==> src/rtl/imem_responder.sv <==
// imem_responder
//   Instruction-memory responder for the CPU fetch stage. Answers a byte
//   fetch address with a 32-bit instruction word after a fixed LATENCY.
//   Storage is word-addressed, cleared to NOP after reset by a CLEAR
//   sequence, and written through a separate load port.
//
// State   | meaning
// --------+-------------------------------------------------------------
// CLEAR   | writing NOP to word ptr each cycle, fetch and load blocked
// SERVE   | serving fetches; a load takes priority over a fetch
//
// Ports
//   clk, reset              rising-edge clock, synchronous active-high reset
//   req_valid, iaddr        fetch request and its byte address
//   req_ready               fetch accepted on req_valid & req_ready
//   resp_valid, idata       response strobe and fetched word (idata holds)
//   resp_err                misaligned or out-of-range fetch (idata = NOP)
//   load_en, load_addr,     storage write port (word index / data)
//   load_data
//   load_ack                one-cycle pulse the cycle after a write
//   busy                    clear sequence in progress
module imem_responder #(
    parameter int          DEPTH   = 16,
    parameter int          LATENCY = 1,
    parameter logic [31:0] NOP     = 32'h0000_0013
) (
    input  logic                     clk,
    input  logic                     reset,
    input  logic                     req_valid,
    input  logic [31:0]              iaddr,
    output logic                     req_ready,
    output logic                     resp_valid,
    output logic [31:0]              idata,
    output logic                     resp_err,
    input  logic                     load_en,
    input  logic [$clog2(DEPTH)-1:0] load_addr,
    input  logic [31:0]              load_data,
    output logic                     load_ack,
    output logic                     busy
);
    localparam int AW = $clog2(DEPTH);

    typedef enum logic {CLEAR, SERVE} state_e;

    state_e          state_q, state_d;
    logic [AW-1:0]   ptr_q, ptr_d;
    logic [31:0]     mem_q [DEPTH];

    logic [LATENCY-1:0] vld_q;
    logic [LATENCY-1:0] err_q;
    logic [31:0]        dat_q [LATENCY];
    logic               load_ack_q;

    logic          accept;
    logic          addr_err;
    logic [AW-1:0] rd_idx;
    logic [31:0]   rd_word;

    always_comb begin
        state_d   = state_q;
        ptr_d     = ptr_q;
        busy      = 1'b0;
        req_ready = 1'b0;
        case (state_q)
            CLEAR: begin
                busy  = 1'b1;
                ptr_d = ptr_q + AW'(1);
                if (ptr_q == AW'(DEPTH - 1)) begin
                    state_d = SERVE;
                    ptr_d   = '0;
                end
            end
            SERVE: begin
                // a pending load wins the storage port this cycle
                req_ready = ~load_en;
            end
            default: begin
                state_d = CLEAR;
                ptr_d   = '0;
            end
        endcase
    end

    always_ff @(posedge clk) begin
        if (reset) begin
            state_q <= CLEAR;
            ptr_q   <= '0;
        end else begin
            state_q <= state_d;
            ptr_q   <= ptr_d;
        end
    end

    // Fetch decode; erroneous fetches never touch storage.
    assign accept   = req_valid & req_ready;
    assign addr_err = (iaddr[1:0] != 2'b00) | (|iaddr[31:AW+2]);
    assign rd_idx   = iaddr[AW+1:2];
    assign rd_word  = addr_err ? NOP : mem_q[rd_idx];

    // Contents are not reset directly; the CLEAR sequence rewrites them.
    always_ff @(posedge clk) begin
        if (!reset) begin
            if (state_q == CLEAR) begin
                mem_q[ptr_q] <= NOP;
            end else if (load_en) begin
                mem_q[load_addr] <= load_data;
            end
        end
    end

    always_ff @(posedge clk) begin
        if (reset) begin
            load_ack_q <= 1'b0;
        end else begin
            load_ack_q <= load_en & (state_q == SERVE);
        end
    end

    // Response pipeline: stage 0 captures at acceptance, data/err only
    // advance with a valid token so the last stage holds its value.
    always_ff @(posedge clk) begin
        if (reset) begin
            vld_q <= '0;
            err_q <= '0;
            for (int s = 0; s < LATENCY; s++) begin
                dat_q[s] <= NOP;
            end
        end else begin
            vld_q[0] <= accept;
            if (accept) begin
                dat_q[0] <= rd_word;
                err_q[0] <= addr_err;
            end
            for (int s = 1; s < LATENCY; s++) begin
                vld_q[s] <= vld_q[s-1];
                if (vld_q[s-1]) begin
                    dat_q[s] <= dat_q[s-1];
                    err_q[s] <= err_q[s-1];
                end
            end
        end
    end

    assign resp_valid = vld_q[LATENCY-1];
    assign idata      = dat_q[LATENCY-1];
    assign resp_err   = err_q[LATENCY-1] & vld_q[LATENCY-1];
    assign load_ack   = load_ack_q;

endmodule
==> config.mk <==
export PLATFORM = sky130hd
export DESIGN_NAME = imem_responder
export DESIGN_NICKNAME = d
export VERILOG_FILES = /design/src/rtl/imem_responder.sv
export SDC_FILE = /design/constraint.sdc
export NUM_CORES = 1
export LEC_CHECK = 0
export BUFFER_PORTS_ARGS = -buffer_cell sky130_fd_sc_hd__clkbuf_2
export CORE_MARGIN = 10
export CORE_UTILIZATION = 25
export DETAILED_ROUTE_END_ITERATION = 8
export PLACE_DENSITY = 0.38
export REMOVE_ABC_BUFFERS = 1
export SYNTH_ARGS = -nofsm -noshare
export SYNTH_HDL_FRONTEND = slang
export SYNTH_SLANG_ARGS = --single-unit
==> constraint.sdc <==
create_clock -name clk -period 3.7 [get_ports clk]
set_input_delay 0.37 -clock clk [delete_from_list [all_inputs] [get_ports clk]]
set_output_delay 0.37 -clock clk [all_outputs]
set_load 0.005 [all_outputs]
# [Word-level counts from Yosys, hierarchy flattened]
# Memories as Yosys holds them, arrays and structs flattened.
# Cells that the tools add are included.
# W data, S select, Z words.
[totals] reg_bits=8 mem_bits_rw=544 inputBits=72 out_inout_bits=37 elab_cells=40 memories=2
[memory_table] memory="mem_q" words=16 word_bits=32 read_ports=1 rd_ports_with_merged_regs=0 write_ports=1 line_no="47" text="logic [31:0] mem_q [DEPTH];"
[memory_table] memory="dat_q" words=1 word_bits=32 read_ports=1 rd_ports_with_merged_regs=0 write_ports=1 line_no="51" text="logic [31:0] dat_q [LATENCY];"
[classes] n_addsub=1 eq_ne=1 muxes=22 bitwise_logic=5 n_reduce_logical=4
[op_table] operator="$mux W32" count=3
[op_table] operator="$reduce_or A32 Y1" count=2
[op_table] operator="$reduce_or A26 Y1" count=1
[op_table] operator="$mux W1" count=17
[op_table] operator="$mux W4" count=2
[op_table] operator="$add A4 B1 Y4 const B" count=1
[op_table] operator="$eq A4 B4 Y1 const B" count=1
[op_table] operator="$and A1 B1 Y1" count=3
[op_table] operator="$reduce_bool A2 Y1" count=1
[op_table] operator="$not A1 Y1" count=1
[op_table] operator="$or A1 B1 Y1" count=1

# [Logic depth before layout (Yosys ltp)]
[logic_depth] word_depth=8 ltp_mapped=6 depth_no_buf=5

# [Least setup slack after synthesis]
# Ideal clock, no wire load.
[synth_path] path_type="input -> register" startpoint="input reset" endpoint="memory mem_q[0][0], enable pin" setup_ns=0.421 arrival_ns=2.442 slack_ns=0.837 stages=6 n_path_buf=2 cell_sequence="and3b_1 > buf_2 > buf_2 > nor3_1 > a31oi_1 > nor2_1"
[synth_between] elab_chain_len=4 elab_cells_between_ends=7 cone_classes="mux (6); reduce/logical (1)"
[synth_rtl] element="start, declared" line_no="28" text="input logic reset,"
[synth_rtl] element="$mux W1" line_no="102" text="if (!reset) begin"
[synth_rtl] element="$mux W1 (implied by the code)" line_no="106" text="mem_q[load_addr] <= load_data;"
[synth_rtl] element="$reduce_or A32 Y1 (no source line)"
[synth_rtl] element="$mux W4 (no source line) or $mux W1 (tied branches)"
[synth_rtl] element="end, declared" line_no="47"
# Several ways; a longest one is shown, not always the timed one.

# [Final worst setup path]
[layout_path] startpoint="register state_q" endpoint="memory mem_q[4][30], enable pin"
[layout_between] elab_chain_len=5 elab_cells_between_ends=9 cone_classes="mux (8); reduce/logical (1)"
[layout_rtl] element="start, declared" line_no="45" text="state_e state_q, state_d;"
[layout_rtl] element="start signal, assigned" line_no="89" text="state_q <= state_d;"
[layout_rtl] element="$mux W1" line_no="103" text="if (state_q == CLEAR) begin"
[layout_rtl] element="$mux W1" line_no="102"
[layout_rtl] element="$mux W1 (implied by the code)" line_no="106"
[layout_rtl] element="$reduce_or A32 Y1 (no source line)"
[layout_rtl] element="$mux W4 (no source line) or $mux W1 (tied branches)"
# Several ways; a longest one is shown, not always the timed one.

==> metrics.md <==
| Metric | Value |
|---|---|
| Starting Density | `0.252` |
| Critical path class | `flip-flop to flip-flop` |
| DPL Wire Length | `between 30 and 40 mm` |
| Initial DRC Count | `704` |
| Htree depth | `2` |
| Slew Limit Fails | `0` |
| Critical path required time | `between 4 and 5 ns` |
| Clock skew | `approximately 0.018 ns` |
| Endpoints failing setup | `0` |
| Critical path's top delay family | `simple AND/OR/NAND/NOR gates` |
| Final WS setup | `0.582 ns` |
| Slowest-stage cell, CP | `a31oi_1` |
| Gate power share | `0.043` |
| Setup slack after placement | `0.488 ns` |
| CP Capture Type | `flip-flop` |
| Wire per inst | `25.4 um` |
| Critical Path, Cell by Cell | `and3b_2 -> buf_4 -> nor3_1 -> a31oi_1 -> nor2_4 -> buf_12` |
| Worst-Skew Late Latency | `slightly above 0.6 ns` |
| Lkg Pwr | `7.49 nW` |
| Yosys top cell area share | `0.778` |
| Initial antenna violation count | `1` |
| Net Switching | `between 2 and 3 mW` |
| Area Overhead vs Synth | `19.6%` |
| CP Buf/Inv Count | `2` |
| CTS sink count | `between 500 and 600` |
| Fmax | `around 320 MHz` |
| CTS Buf Count | `slightly below 60` |
| Site Rows | `~110` |
| Period utilisation layout | `0.843` |
| CTS Hold Bufs | `0` |
| ANT nets after route | `0` |
| Sw frac | `0.209` |
| Int Pwr | `10.4 mW` |
| RSZ-0062 raised after global routing | `no` |
| Root buf cell | `clkbuf_16` |
| Fillers | `between 8000 and 9000` |
| DR pass1 iterations | `5` |
| Setup repair bufs after CTS | `0` |
| Port Buf Inserts | `around 110` |
| Sequential group share of total power | `0.526` |
| Post-Route Setup TNS | `0 ns` |
| Ys Warns | `0` |
| Post-synth ARST share | `0` |
| Sequential fraction of the synthesis area | `0.786` |
| Global-route wire length before repair | `81.7 mm` |
| CTS tree | `built` |
| Share of layout cells above drive strength 1 | `0.328` |
| Outcome | `finished, final reports clean` |
| Via density | `between 4 and 5` |
| Worst-path fanout max | `22` |
| Synthesized flop and latch total | `~550` |
| WHS | `0.0658 ns` |
| Io pins | `~110` |
| Inserted Diodes | `0` |
| Synth cell types | `37` |
| Worst vdd ir | `roughly 0.00042 V` |
| Fin nets | `roughly 1200` |
| Mapped Area | `about 21000 sq um` |
| Die Ht | `approximately 310 um` |
| EDFF count, synth | `between 500 and 600` |
| Clock power frac | `0.431` |
| Synth top area cells | `edfxtp_1 (78%), mux4_2 (13%), a22oi_1 (2.1%)` |
| Post-Synthesis Cells | `between 900 and 1000` |
| Startpoint Class | `flip-flop` |
| Post-layout util | `0.301` |
| PostCTS Resize Cnt | `0` |
| Most used DFF post-synth | `edfxtp_1` |
| Largest net degree at the start of global routing | `41` |
| Syn Area/Cell | `22.4 sq um` |
| Critical Path Max Stage Delay | `0.72 ns` |
| Gr ovfl total | `0` |
| Actual slew at the worst max-slew pin | `around 0.96 ns` |
| CP arrival | `3.45 ns` |
| Die Span X | `310 um` |
| Synth area leader | `edfxtp_1` |
| Power density cells | `roughly 520 nW/um^2` |
| Final Hold Viols | `0` |
| Max-Cap Viols | `0` |
| Total global-route track usage | `0.119` |
| Vias in the first global route | `around 11000` |
| Core area | `between 80000 and 90000 sq um` |
| Max transition margin | `0.355` |
| Clk slew on worst S/H paths | `0.06 ns` |
| Die ar. | `~96000 sq um` |
| Via count | `9996` |
| Minimum clock period | `between 3 and 4 ns` |
| Clock tree buffer depth | `3` |
| Hold crit path type | `primary input to flip-flop` |
| DRT Wirelength | `56.5 mm` |
| Gpl congestion | `roughly 0.7` |
| DRC viols | `0` |
[kinds of logic (layout without fill, tap and decap cells)]
| family | count (synthesis) | in the layout | share of synthesized area |
|---|---|---|---|
| buffers and inverters | 55 | 259 | 0.0145 |
| adder cells (fa/ha/maj) | 1 | 1 | 0.000596 |
| AND/OR/NAND/NOR | 91 | 91 | 0.0240 |
| AO/OA/AOI/OAI | 105 | 105 | 0.0334 |
| flip-flops | 552 | 552 | 0.786 |
| XOR/XNOR | 1 | 1 | 0.000417 |
| multiplexers | 134 | 134 | 0.141 |
[layout by cell type (no fill, tap or decap), types with 18 or more instances in the layout]
master and n:
buf_12 18, a21oi_1 35, mux4_2 122, a22oi_1 58
clkbuf_16 59, edfxtp_1 544, clkbuf_2 106, buf_4 24
and2_1 31
[final cells by class]
| type | instances | area (sq um) | area share |
|---|---|---|---|
| clock buffers | 76 | 1540 | 0.0613 |
| repair buffers | 150 | 1100 | 0.0436 |
| clock inverters | 30 | 285 | 0.0114 |
| multi-input cells | 332 | 4340 | 0.173 |
| flip-flops and latches | 552 | 16500 | 0.657 |
| well taps | 1080 | 1350 | 0.0538 |
| inverters | 3 | 11.3 | 0.000448 |
[worst paths after layout]
path / startpoint / to / slack (ns) / cells after the start
min: reset / err_q / 0.07 / 2
max: state_q / mem_q[4][30] / 0.58 / 6
max reg2reg: state_q / mem_q[4][30] / 0.58 / 6
min reg2reg: err_q / err_q / 0.51 / 2
[sequential cells by signal (all words and copies together) (netlist names)]
| signal | cells |
|---|---|
| load_ack | 1 |
| ptr_q | 4 |
| err_q | 1 |
| mem_q | 512 |
| dat_q | 32 |
| state_q | 1 |
| resp_valid | 1 |
[power by group through the flow]
stage | registers, mW | logic (mW) | clock network [mW]
finish | 6.90 | 0.559 | 5.66
global route | 6.90 | 0.611 | 6.10
detailed placement | 7.03 | 0.582 | 0
floorplan | 7.02 | 0.253 | 0
global placement | 7.03 | 0.582 | 0
CTS | 6.90 | 0.583 | 5.85
[per-stage QoR]
step	total power, mW	std cells	instance area, sq um
after detailed placement	7.61	2117	23300
after CTS	13.3	2223	25100
after global placement	7.61	2117	23300
after floorplan	7.28	887	20700
after global routing	13.6	2223	25100
final	13.1	2223	25100
[cell usage after synthesis (all sizes together), types with 2 or more instances]
library cell	count
edfxtp	544
mux4	128
a22oi	58
a21oi	35
and2	32
buf	32
nor2	23
clkbuf	20
dfxtp	8
nor4	7
nand2	6
nand2b	5
a31oi	4
mux2	4
a211o	3
a22o	3
inv	3
nand3	3
nor2b	3
nor3b	3
mux2i	2
nand3b	2
[worst register-to-register path: cells and delay by family (launching register included)]
kind	cells	cell delay, ns
simple gates	3	0.94
compound gates	1	0.72
buf+inv	2	0.64
flops	1	0.51
[metal layers]
layer  vias up  wire length (um)  track usage
met5         -                 0            0
met4         0               875       0.0247
met3        58              2030       0.0217
met2       185             26000        0.185
met1      5442             27600        0.171
li1       4311                 -            -
No activity file was read; power rests on OpenSTA's default activity.
